[config.mk]
export PLATFORM = sky130hd
export DESIGN_NAME = seq_detector_flat
export DESIGN_NICKNAME = d
export VERILOG_FILES = /design/src/rtl/seq_detector_if.sv /design/src/rtl/seq_detector.sv /design/src/flat_wrapper.sv
export SDC_FILE = /design/constraint.sdc
export NUM_CORES = 1
export LEC_CHECK = 0
export CAP_MARGIN = 20
export CELL_PAD_IN_SITES_DETAIL_PLACEMENT = 2
export CELL_PAD_IN_SITES_GLOBAL_PLACEMENT = 2
export CORE_MARGIN = 1.5
export CORE_UTILIZATION = 34
export CTS_CLUSTER_DIAMETER = 150
export CTS_CLUSTER_SIZE = 25
export DETAILED_ROUTE_END_ITERATION = 6
export HOLD_SLACK_MARGIN = 0.08
export PLACE_DENSITY = 0.92
export RECOVER_POWER = 25
export SLEW_MARGIN = 20
export SYNTH_ARGS = -nofsm -noshare
export SYNTH_HDL_FRONTEND = slang
export SYNTH_SLANG_ARGS = --single-unit
[constraint.sdc]
create_clock -name clk -period 5.5 [get_ports clk]
set_input_delay 1.1 -clock clk [delete_from_list [all_inputs] [get_ports clk]]
set_output_delay 1.1 -clock clk [all_outputs]
set_load 0.005 [all_outputs]
[src/rtl/seq_detector_if.sv]
// Serial pattern-detector port bundle: sample stream, control strobes and match outputs.
interface seq_detector_if #(
  parameter int N     = 4,
  parameter int CNT_W = 8
);
  logic             en;
  logic             a;
  logic             overlap;
  logic             load;
  logic [N-1:0]     pat_i;
  logic             clr_cnt;
  logic             y;
  logic [CNT_W-1:0] count;

  modport master (output en, a, overlap, load, pat_i, clr_cnt, input y, count);
  modport slave  (input en, a, overlap, load, pat_i, clr_cnt, output y, count);
endinterface

[src/rtl/seq_detector.sv]
// Serial pattern detector: runtime-loadable N-bit pattern, overlap/non-overlap
// matching and a saturating match counter. One registered y pulse per match.
module seq_detector #(
  parameter int           N       = 4,
  parameter logic [N-1:0] PATTERN = 4'b1011,
  parameter int           CNT_W   = 8
) (
  input  logic           clk,
  input  logic           reset,
  seq_detector_if.slave  sif
);
  localparam int               FW        = $clog2(N + 1);
  localparam logic [FW-1:0]    FILL_FULL = FW'(N);
  localparam logic [CNT_W-1:0] CNT_MAX   = '1;

  logic [N-1:0]     pat_q, pat_d;
  logic [N-1:0]     hist_q, hist_d;
  logic [FW-1:0]    fill_q, fill_d;
  logic             y_q, y_d;
  logic [CNT_W-1:0] cnt_q, cnt_d;

  logic [N-1:0]     hist_n;
  logic [FW-1:0]    fill_n;
  logic             match;

  // fill counts valid history bits so stale or cleared bits can never match
  always_comb begin
    hist_n = {hist_q[N-2:0], sif.a};
    fill_n = (fill_q == FILL_FULL) ? FILL_FULL : fill_q + FW'(1);
    match  = sif.en && !sif.load && (fill_n == FILL_FULL) && (hist_n == pat_q);
  end

  always_comb begin
    pat_d  = pat_q;
    hist_d = hist_q;
    fill_d = fill_q;
    y_d    = 1'b0;
    if (sif.load) begin
      pat_d  = sif.pat_i;
      hist_d = '0;
      fill_d = '0;
    end else if (sif.en) begin
      hist_d = hist_n;
      y_d    = match;
      fill_d = (!sif.overlap && match) ? '0 : fill_n;
    end
  end

  always_comb begin
    cnt_d = cnt_q;
    if (sif.clr_cnt)
      cnt_d = match ? CNT_W'(1) : '0;
    else if (match && cnt_q != CNT_MAX)
      cnt_d = cnt_q + CNT_W'(1);
  end

  always_ff @(posedge clk or negedge reset) begin
    if (!reset) begin
      pat_q  <= PATTERN;
      hist_q <= '0;
      fill_q <= '0;
      y_q    <= 1'b0;
      cnt_q  <= '0;
    end else begin
      pat_q  <= pat_d;
      hist_q <= hist_d;
      fill_q <= fill_d;
      y_q    <= y_d;
      cnt_q  <= cnt_d;
    end
  end

  assign sif.y     = y_q;
  assign sif.count = cnt_q;
endmodule

[src/flat_wrapper.sv]
// flat-port wrapper written by rule: the top's interface ports become plain ports
module seq_detector_flat 
#(
  parameter int           N       = 4,
  parameter logic [N-1:0] PATTERN = 4'b1011,
  parameter int           CNT_W   = 8
)
  (clk, reset, sif_en, sif_a, sif_overlap, sif_load, sif_pat_i, sif_clr_cnt, sif_y, sif_count);
  seq_detector_if #(.N(N), .CNT_W(CNT_W)) sif_i ();
  input  logic clk;
  input  logic reset;
  input wire logic [$bits(sif_i.en)-1:0] sif_en;
  input wire logic [$bits(sif_i.a)-1:0] sif_a;
  input wire logic [$bits(sif_i.overlap)-1:0] sif_overlap;
  input wire logic [$bits(sif_i.load)-1:0] sif_load;
  input wire logic [$bits(sif_i.pat_i)-1:0] sif_pat_i;
  input wire logic [$bits(sif_i.clr_cnt)-1:0] sif_clr_cnt;
  output wire logic [$bits(sif_i.y)-1:0] sif_y;
  output wire logic [$bits(sif_i.count)-1:0] sif_count;
  assign sif_i.en = sif_en;
  assign sif_i.a = sif_a;
  assign sif_i.overlap = sif_overlap;
  assign sif_i.load = sif_load;
  assign sif_i.pat_i = sif_pat_i;
  assign sif_i.clr_cnt = sif_clr_cnt;
  assign sif_y = sif_i.y;
  assign sif_count = sif_i.count;
  seq_detector #(.N(N), .PATTERN(PATTERN), .CNT_W(CNT_W)) u_core (.clk(clk), .reset(reset), .sif(sif_i));
endmodule
==> summary by stage, run 1 <==
Setup path
STA classifies the critical path endpoint as a flip-flop. The signal arrival time at the worst endpoint is 3.34 ns. At the worst endpoint, the required time is 5.71 ns. The critical path launch point type is an input pin. In this run the worst path has a maximum fanout of 13. The critical path class is in2reg.

Logic synthesis
The count of flip-flops with a built-in enable after synthesis is 0. The distinct cell type count after synthesis is 30. The cell with the most instances after synthesis is dfrtp_1. For this run, the register share of the synthesized area comes to 0.469. The library cell occupying the most area in the post-synthesis netlist is dfrtp_1. Averaged over all synthesized cells, the footprint is 10.8 um^2. The commonest cells after synthesis are dfrtp_1 (16), a21oi_1 (8), nor2_1 (8), nand2_1 (5), nand3_1 (5). The share of synthesized area in the top cell type comes to 0.392.

The share of flip-flops with an asynchronous set or reset is 1.00. The Yosys warning count is 0. The cell area that synthesis handed to floorplanning was 1020 um^2. The post-synthesis cell count is 95. The net count after synthesis is 109. The synthesis-stage register bit count is 19.

Sorting the synthesized cells by area gives the leading types as dfrtp_1 (39%), dfstp_2 (7.7%), mux2_2 (4.4%). For this run, the leading register cell type out of synthesis is dfrtp_1.

Global route
The pin count of the biggest net entering global routing is 20. Across every metal layer, demand over resource in global routing totals 0.171. The initial antenna violation count came to 0.

The wire length of the first global-routing pass is 4.40 mm. The number of global-route vias before repair is 889. After global routing the overflow that remains totals 0.

Placed design
Summed over all nets, the half-perimeter wirelength after detailed placement is 1.98 mm. Summing all placed instances gives a cell area of 1220 um^2. The instance count after placement with tap cells included is 140. The last weighted congestion value of the routability-driven placer is 0.746. The number of input and output port buffers inserted is 19.

Min path
The min-delay analysis places its worst path in the category reg2reg.

Timing
The hold violation count in the final report is 0. Counting I/O delays and the setup requirement, the final critical path takes 3.12 ns. The max-slew headroom at the worst pin is 0.416. The post-route setup TNS is 0 ns. The actual transition at the worst max-transition pin is 0.874 ns. Setup repair after global routing left no endpoint under its margin. The total count of max-transition violations in the final report is 0. The highest attainable clock frequency is 320 MHz. The final-report setup violation count is 0. On the final layout, the worst clock skew is 0.00237 ns. Final hold analysis gives a worst-case slack of 0.550 ns. Of the available clock period, the critical path in the final layout requires 0.568.

Clocking
After clock tree synthesis, the repair step resized 0 gates. Clock tree synthesis selected as its root buffer the cell clkbuf_4. After clock tree synthesis, the clock-pin slew on the worst setup and hold paths is 0.11 ns. The clock latency on the worst-skew pair is 0.29 ns. In this run the number of H-tree levels came out at 1. The CTS tree is built. The total clock sinks is 19. The number of buffers on the longest clock path is 2. Hold repair after CTS inserted 0 buffers. TritonCTS created 3 clock buffers. The number of setup buffers added after CTS is 0.

Routing
The total detailed-routing wirelength is 2.50 mm. The number of nets with antenna violations after routing is 0. Wire segments on met2 add up to 1.28 mm in the final route. The vias per cell is 5.40. The final route contains 777 vias. The first routing iteration left 11 violations. In this run the top signal layer used is met4. The count of unresolved DRC violations after routing is 0. The met1 wire length is 1.17 mm. The number of iterations in the first detailed-routing pass is 3. The post-detailed-route wirelength per cell is 17.3 um. Wire segments on met3 add up to 41 um in the final route.

Floorplanning
The row count is 19. The number of top-level pins is 20. The overall die area is 3340 um^2. The floorplan step defined a core boundary enclosing 2810 um^2. For this configuration, the core starts out at a cell density of 0.364. In this run the vertical extent of the chip is 57.8 um. The chip width is 57.8 um.

Cells and area
The number of nets in the layout is 128. The area growth from synthesis to final layout is 21.7%. In the final layout, the share of cells above drive strength 1 is 0.124. The finished layout holds 144 standard cells, fillers aside. After routing the design area is 1240 um^2. 0 antenna diodes ended up in the layout.

Power and ir drop
The design draws 252 uW. The worst ir drop on vdd is 0.000101 V. The power density normalized to cell area is 202 nW/um^2. The analysis attributes to cell leakage a power of 0.503 nW.

Outcome
The run finished with clean final reports.

Job
The max-cap check violation count is 0.
[worst max-delay path, stage by stage]
cell and delay, ns:
clkdlybuf4s50_1 0.63, nand2b_4 0.26, a2111oi_4 0.36, nand3_2 0.28, or4_1 0.54, a21oi_1 0.16
[path summary, 6_finish.rpt]
| check | slack [ns] | endpoint | startpoint | depth (start not counted) |
|---|---|---|---|---|
| worst max register to register | 3.05 | u_core.sif.count[5] | u_core.fill_q[0] | 7 |
| worst min register to register | 0.55 | u_core.pat_q[2] | u_core.pat_q[2] | 1 |
| max in group asynchronous | 3.60 | u_core.sif.count[7] | reset | 1 |
| worst max-delay path | 2.38 | u_core.sif.count[5] | sif_load | 6 |
| worst min-delay path | 0.55 | u_core.pat_q[2] | u_core.pat_q[2] | 1 |
| min in group asynchronous | 1.36 | u_core.hist_q[2] | reset | 1 |
[logic make-up (layout without fill, tap and decap cells)]
family / Yosys count / in the layout / share of synthesized area
AO/OA/AOI/OAI: 17 / 17 / 0.121
XOR/XNOR: 4 / 4 / 0.0343
adder cells (fa/ha/maj): 3 / 3 / 0.0367
buffers and inverters: 9 / 27 / 0.0477
flip-flops: 19 / 19 / 0.469
multiplexers: 8 / 8 / 0.0832
AND/OR/NAND/NOR: 35 / 35 / 0.208
[per-layer routing]
layer | vias up | GRT usage
met5 | - | 0
met4 | 0 | 0.0199
met3 | 2 | 0.0268
met1 | 398 | 0.233
met2 | 9 | 0.295
li1 | 368 | -
[state kept, by name, indices dropped and copies added, names as in the netlist]
name	flops
u_core.fill_q	3
u_core.hist_q	3
u_core.pat_q	4
u_core.sif.count	8
u_core.sif.y	1
[where the power goes]
part           switching, mW  internal (mW)  total [mW]
combinational         0.0163         0.0160      0.0323
sequential           0.00401          0.146       0.150
clock                 0.0412         0.0281      0.0693
total                 0.0614          0.190       0.252
[cell usage in the layout, fill, tap and decap left out]
master and n:
clkbuf_1 1, mux2_2 4, or3_1 4, a2111oi_4 1, or4_1 2, a41o_1 1
nand3_1 5, nand2_1 5, nand3_2 1, nand2b_4 1, o211ai_1 1, nand2b_1 3
mux2i_1 4, ha_1 3, and2_1 1, o21ai_0 3, xor2_1 4, clkbuf_4 3
clkdlybuf4s50_1 17, dfrtp_1 16, nor4_4 1, o31ai_1 2, nor2b_1 1, nor2_1 8
dfstp_2 3, o41ai_1 1, nand3b_1 1, inv_1 4, nand4_1 1, and3b_1 1
dlygate4sd3_1 2, a21oi_1 8
[through the flow]
stage,util,setup WS (ns)
6_report,0.443,2.38
5_1_grt,0.443,2.23
2_1_floorplan,-,3.07
4_1_cts,0.443,2.38
3_5_place_dp,0.434,2.07
3_3_place_gp,0.434,2.20
[cell type report]
class | instances | area [um^2]
clock buffer | 4 | 26.3
fill | 308 | 1560
inverter | 4 | 15.0
multi-input combinational | 67 | 494
sequential | 19 | 479
tap | 31 | 38.8
timing repair buffer | 19 | 190
(Power assumes the default switching activity.)
==> inputs of run 2 (changes only) <==
CORE_UTILIZATION = 29   (was 34)
PLACE_DENSITY = 0.84   (was 0.92)
clock period = 2.8 ns   (was 5.5 ns; I/O delays follow)
==> run 2 against run 1 <==
  * Die area is 16% higher
  * Core utilization is 6.2 points lower
  * Sequential cell count stayed put
  * Global-route usage is 2.5 points lower
  * Sequential share of layout area is 1.1 points lower
  * Via count is 1.9% higher
  * Setup slack worse by 2.1 ns
  * Register-to-register slack worse by 2.7 ns
  * Design area is 3.0% higher
  * Final cell count is 13% higher
  * First-iteration DRC count is 45% lower
  * Critical endpoint is now u_core.sif.count[7]
  * Largest cell class unchanged
==> summary by stage, run 2 (synthesis gave the netlist of run 1 again) <==
Timing
At the pin with the least slew margin, the transition time is 1.05 ns. The fraction of the cycle the final worst path needs is 0.884. The total count of max-transition violations in the final report came to 0.

Between clock sinks in the finished design, the worst skew comes to 0.00832 ns. The hold violation count in the final report is 0. The max-slew headroom at the worst pin is 0.298. Based on the critical path, the design can be clocked at up to 404 MHz. Setup violations remaining at the end of the flow were counted as 0. Setup repair after global routing left no endpoint under its margin.

Counting I/O delays and the setup requirement, the final critical path takes 2.48 ns. The post-route setup TNS is 0 ns.

Setup path
The source of the worst register-to-register timing path is u_core.fill_q[0]. The worst-path maximum fanout is 13. Counting cells, the worst reg-to-reg path comes to 7. Data on the critical path arrives at its endpoint at 2.70 ns.

The required time of the critical path is 3.03 ns. The critical path launch point type is a flip-flop. The worst setup path startpoint is u_core.fill_q[0]. STA classifies the critical path endpoint as a flip-flop.

The worst register-to-register path has a setup slack of 0.32 ns. The critical path class is reg2reg.

Routing
Summing over every cut layer, the via total after detailed routing is 792. The total detailed-routing wirelength is 2.53 mm. The post-detailed-route wirelength per cell is 15.6 um.

The first detailed-routing pass took 3 iterations. The count of unresolved DRC violations after routing is 0. In the routed layout, each cell is associated on average with a via count of 4.89.

In this run, the number of DRC markers left after iteration 0 of detailed routing was 6. The number of nets with antenna violations after routing is 0.

Cells and area
The number of nets in the layout is 131. The antenna diode count is 0. The register with the most flip-flops in the layout has 8 of them. The layout filler cell count is 388. The post-route non-filler standard cell count is 162. The leading cell type in the layout, fill and taps excluded is clkdlybuf4s50_1. The share of layout cells above drive strength 1 is 0.138. In the layout the commonest cells are clkdlybuf4s50_1 (18), dfrtp_1 (16), nor2_1 (8), a21oi_1 (8). After routing the design area is 1280 um^2. The area growth from synthesis to final layout is 25.3%. At the end of the flow the core is filled with cells to 0.381.

Global route
The initial antenna violation count is 0. After global routing the overflow that remains totals 0. The number of global-route vias before repair is 951.

The wire length of the first global-routing pass is 4.48 mm. The pin count of the biggest net entering global routing is 20. For this run, the total global-route usage over all layers was measured as 0.146.

Clocking
The CTS tree is built. The clock latency on the worst-skew pair is 0.31 ns. The number of clock buffers added by TritonCTS is 3. The total clock sinks is 19. The number of buffers on the longest clock path is 2. Post-CTS repair changed the size of 0 cells. The post-CTS clock slew at the launch and capture registers of the worst setup and hold paths is 0.12 ns.

Once the clock tree was built, the setup fixing pass inserted 0 buffers. The hold-fix buffer count after cts is 0. In this run the clock root is driven by a clkbuf_4. The depth of the CTS H-tree is 1.

Power and ir drop
The internal power of the cells totals 377 uW. The power density normalized to cell area is 398 nW/um^2. Of the total power, the clock network draws 0.288.

The worst ir drop on vdd is 0.000149 V. The share of total power in combinational logic is 0.133. Summing internal, switching and leakage power gives 510 uW. Of the total power, registers draw 0.579. The switching power share of the total is 0.261. The total leakage power is 0.514 nW.

The total net switching power is 133 uW.

Outcome
The flow ran to the end, and the final reports show no timing, DRC or antenna violations.

Floorplanning
The chip width is 62.4 um. The row count is 21. From bottom edge to top edge, the die measures 62.4 um. During I/O placement, the number of pins put on the boundary was 20. The overall die area is 3890 um^2. For this configuration, the core starts out at a cell density of 0.304. In this run the standard cell core region covers 3360 um^2.

Min path
The worst hold path belongs to the class reg2reg. The worst hold path begins at u_core.pat_q[2]. Counting instances, the worst hold path has a depth of 1.

Placed design
The placed instances occupy a cell area of 1260 um^2. Including well taps, the total number of placed cells is 158. Once detailed placement completed, the half-perimeter wirelength came to 1.97 mm. The number of input and output port buffers inserted is 19.

At the end of routability-driven placement, the weighted congestion stood at 0.696.

Job
The tool flagged a number of max-cap violations equal to 0.
## run 2: cell types whose count changed in the layout (fill, tap and decap cells not counted)
| cell | previous run | this run |
|---|---|---|
| buf_4 | 0 | 2 |
| clkbuf_1 | 1 | 2 |
| clkdlybuf4s50_1 | 17 | 18 |
| dlygate4sd3_1 | 2 | 1 |
## run 2: worst paths after layout
kind / to
min: u_core.pat_q[2]
max: u_core.sif.count[7]
min in group asynchronous: u_core.hist_q[2]
min reg2reg: u_core.pat_q[2]
max in group asynchronous: u_core.sif.count[5]
max reg2reg: u_core.sif.count[7]
## run 2: area by class of cell
cell class,instances,area [um^2],share of cell area
clock buffers,4,26.3,0.0205
inverters,4,15.0,0.0117
multi-input cells,67,494,0.386
flip-flops and latches,19,479,0.374
well taps,46,57.6,0.0449
repair buffers,22,209,0.163
## run 2: through the flow
stage	hold slack (ns)	worst slack [ns]
final	0.550	0.324
after global routing	0.583	0.191
after CTS	0.551	0.327
after detailed placement	0.524	0.198
after global placement	0.495	0.298
after floorplan	0.264	0.733
## run 2: power by group through the flow
stage          clock network, mW  logic, mW  registers, mW
2_1_floorplan                  0     0.0399          0.298
3_3_place_gp                   0     0.0652          0.300
3_5_place_dp                   0     0.0699          0.301
4_1_cts                    0.155     0.0704          0.295
5_1_grt                    0.165     0.0749          0.297
6_report                   0.147     0.0678          0.295
## run 2: routing by layer
metal	vias to the layer above	wire length (um)	track usage	share of wire
met1	399	1030	0.173	0.41
met3	5	43	0.0126	0.017
met2	12	1400	0.266	0.55
met5	-	0	0	0
li1	376	-	-	-
met4	0	53	0.0667	0.021
## run 2: critical path: stages, from the launching register on
cell	delay [ns]
dfrtp_1	0.42
inv_1	0.10
ha_1	0.32
nand2b_1	0.19
a2111oi_4	0.39
nand3_2	0.27
or4_1	0.54
a21oi_1	0.17
==> inputs of run 3 (changes only) <==
CORE_ASPECT_RATIO = 1.2   (was default)
PLACE_DENSITY = 0.81   (was 0.84)
==> run 3 against run 2 <==
  * Core utilization up 0.18 points
  * Maximum frequency up 2.1%
  * Worst hold slack better by 0.00062 ns
  * Critical path type unchanged
  * First-iteration DRC count up 100%
  * Non-clock buffer count unchanged
  * Via count down 1.9%
  * Critical path depth unchanged
  * Largest cell class unchanged
  * Final cell count down 5.6%
  * Power up 9.8%
==> summary by stage, run 3 (synthesis gave the netlist of run 1 again) <==
Timing
In the finished design, the share of the clock period the worst path needs comes to 0.866. The total count of max-transition violations in the final report is 0. Summed over all failing endpoints, the final setup total negative slack is 0 ns. Headroom to the max-slew limit came out at 0.290.

Setup repair after global routing left no endpoint under its margin. The final clock skew is 0.00154 ns. The hold slack is 0.551 ns.

The hold violation count in the final report is 0. After layout, the minimum clock period comes to 2.43 ns. Setup violations remaining at the end of the flow were counted as 0. Static timing analysis puts the maximum clock frequency at 412 MHz. The actual transition at the worst max-transition pin is 1.06 ns.

Setup path
For the worst setup path, the data required time is 2.98 ns. The worst setup path is launched from a flip-flop. The worst-path maximum fanout is 13.

The type of element capturing the critical path is a flip-flop. The worst setup path is of the reg2reg kind. The signal arrival time at the worst endpoint is 2.61 ns.

Power and ir drop
The share of total power dissipated in sequential elements is 0.528. The total net switching power is 137 uW. The share of total power in combinational logic is 0.120. The share of total power in the clock network is 0.352. The power density normalized to cell area is 434 nW/um^2. The total leakage power is 0.522 nW. The worst ir drop on vdd is 0.000245 V.

Of the total power, the share spent switching nets is 0.245. The internal portion of the total power is 422 uW.

Floorplanning
The floorplan step set the die width to 57.2 um. The overall die height is 68.0 um. The placeable core region is 3370 um^2. The floorplan step defined a die boundary enclosing 3890 um^2. The initialized floorplan defines 23 standard-cell rows. The number of top-level pins is 20. For this configuration, the core starts out at a cell density of 0.304.

Min path
The type of the worst min-delay path is reg2reg.

Global route
The routing usage on met3 is 0.0189. The number of global-route vias before repair came to 866. In the global route stage, overall resource usage came out at 0.145. Summed over all layers, the global routing overflow is 0.

The pin count of the biggest net entering global routing is 20. The met2 layer usage reported by global route is 0.240. The layer flagged by global routing as most heavily used is met2. The initial antenna violation count was 0. The wire length of the first global-routing pass is 4.23 mm. For this run, global-route usage on met1 was measured as 0.186.

Routing
The vias per cell is 5.08. The number of iterations in the first detailed-routing pass is 2. The final route contains 777 vias. Once detail routing completed, the nets flagged for antenna violations numbered 0.

The count of unresolved DRC violations after routing is 0. Summed over all layers, the routed wires come to 2.48 mm. The first-iteration detailed-routing DRC count is 12. The post-detailed-route wirelength per cell is 16.2 um.

Clocking
CTS built an H-tree with a depth of 1. Clock tree synthesis inserted a total of 3 buffers. After clock tree synthesis, the repair step resized 0 gates. The root buffer cell is clkbuf_8. The clock latency on the worst-skew pair is 0.26 ns. The hold-fix buffer count after cts is 0. The post-CTS setup repair buffer count is 0. After clock tree synthesis, the clock-pin slew on the worst setup and hold paths is 0.07 ns. TritonCTS built the clock tree. The number of buffers on the longest clock path is 2. CTS saw 19 sinks.

Cells and area
The register with the most flip-flops in the layout has 8 of them. The leading cell type in the layout, fill and taps excluded is clkdlybuf4s50_1. After the flow finishes, the layout carries non-filler instances totaling 153. In the final layout, the share of cells above drive strength 1 is 0.138. The antenna diode count is 0.

The area growth from synthesis to final layout is 26.1%. At the end of the flow, the number of nets in the layout was 131. Leaving out fill and tap cells, the most frequent cells in the layout are clkdlybuf4s50_1 (18), dfrtp_1 (16), nor2_1 (8), a21oi_1 (8).

Placed design
The placed wire-length estimate is 1.88 mm. The last weighted congestion value of the routability-driven placer is 0.756. The instance count after placement with tap cells included is 149. During placement, the flow inserted port buffers numbering 19.

Outcome
The run finished with clean final reports.

Job
The max-cap check violation count is 0.
==> run 3: cell type report <==
cell class                      instances  area, um^2
Fill cell                             371        2080
Multi-Input combinational cell         67         494
Sequential cell                        19         479
Timing Repair Buffer                   22         209
Tap cell                               37        46.3
Clock buffer                            4        45.0
Inverter                                4        15.0
==> run 3: power by group through the flow <==
| stage | combinational, mW | sequential (mW) | clock (mW) |
|---|---|---|---|
| 2_1_floorplan | 0.0399 | 0.298 | 0 |
| 3_3_place_gp | 0.0650 | 0.300 | 0 |
| 3_5_place_dp | 0.0695 | 0.301 | 0 |
| 4_1_cts | 0.0704 | 0.296 | 0.202 |
| 5_1_grt | 0.0738 | 0.297 | 0.215 |
| 6_report | 0.0672 | 0.295 | 0.197 |
==> run 3: final timing paths <==
kind	from	to	slack (ns)	cells past startpoint
max in group asynchronous	reset	u_core.sif.count[3]	1.16	2
worst max-delay path	u_core.fill_q[0]	u_core.sif.count[5]	0.37	7
worst min register to register	u_core.fill_q[2]	u_core.fill_q[2]	0.55	2
min in group asynchronous	reset	u_core.sif.count[2]	1.01	2
worst max register to register	u_core.fill_q[0]	u_core.sif.count[5]	0.37	7
worst min-delay path	u_core.fill_q[2]	u_core.fill_q[2]	0.55	2
==> run 3: per-stage QoR <==
step	util	power, mW	worst slack, ns	cell area [um^2]
2_1_floorplan	-	0.338	0.733	1020
3_3_place_gp	0.370	0.365	0.293	1250
3_5_place_dp	0.370	0.370	0.179	1250
4_1_cts	0.384	0.568	0.335	1290
5_1_grt	0.383	0.586	0.192	1290
6_report	0.383	0.560	0.374	1290
==> run 3: routing by layer <==
| layer | part of all wire | up-vias | routed length, um |
|---|---|---|---|
| met1 | 0.44 | 388 | 1090 |
| met4 | 0.014 | 0 | 34 |
| met2 | 0.53 | 10 | 1310 |
| met3 | 0.019 | 4 | 46 |
| met5 | 0 | - | 0 |
| li1 | - | 375 | - |
==> run 3: critical path: stages, from the launching register on <==
cell and delay (ns):
dfrtp_1 0.40, inv_1 0.09, ha_1 0.31, nand2b_1 0.18
a2111oi_4 0.40, nand3_2 0.28, or4_1 0.53, a21oi_1 0.16
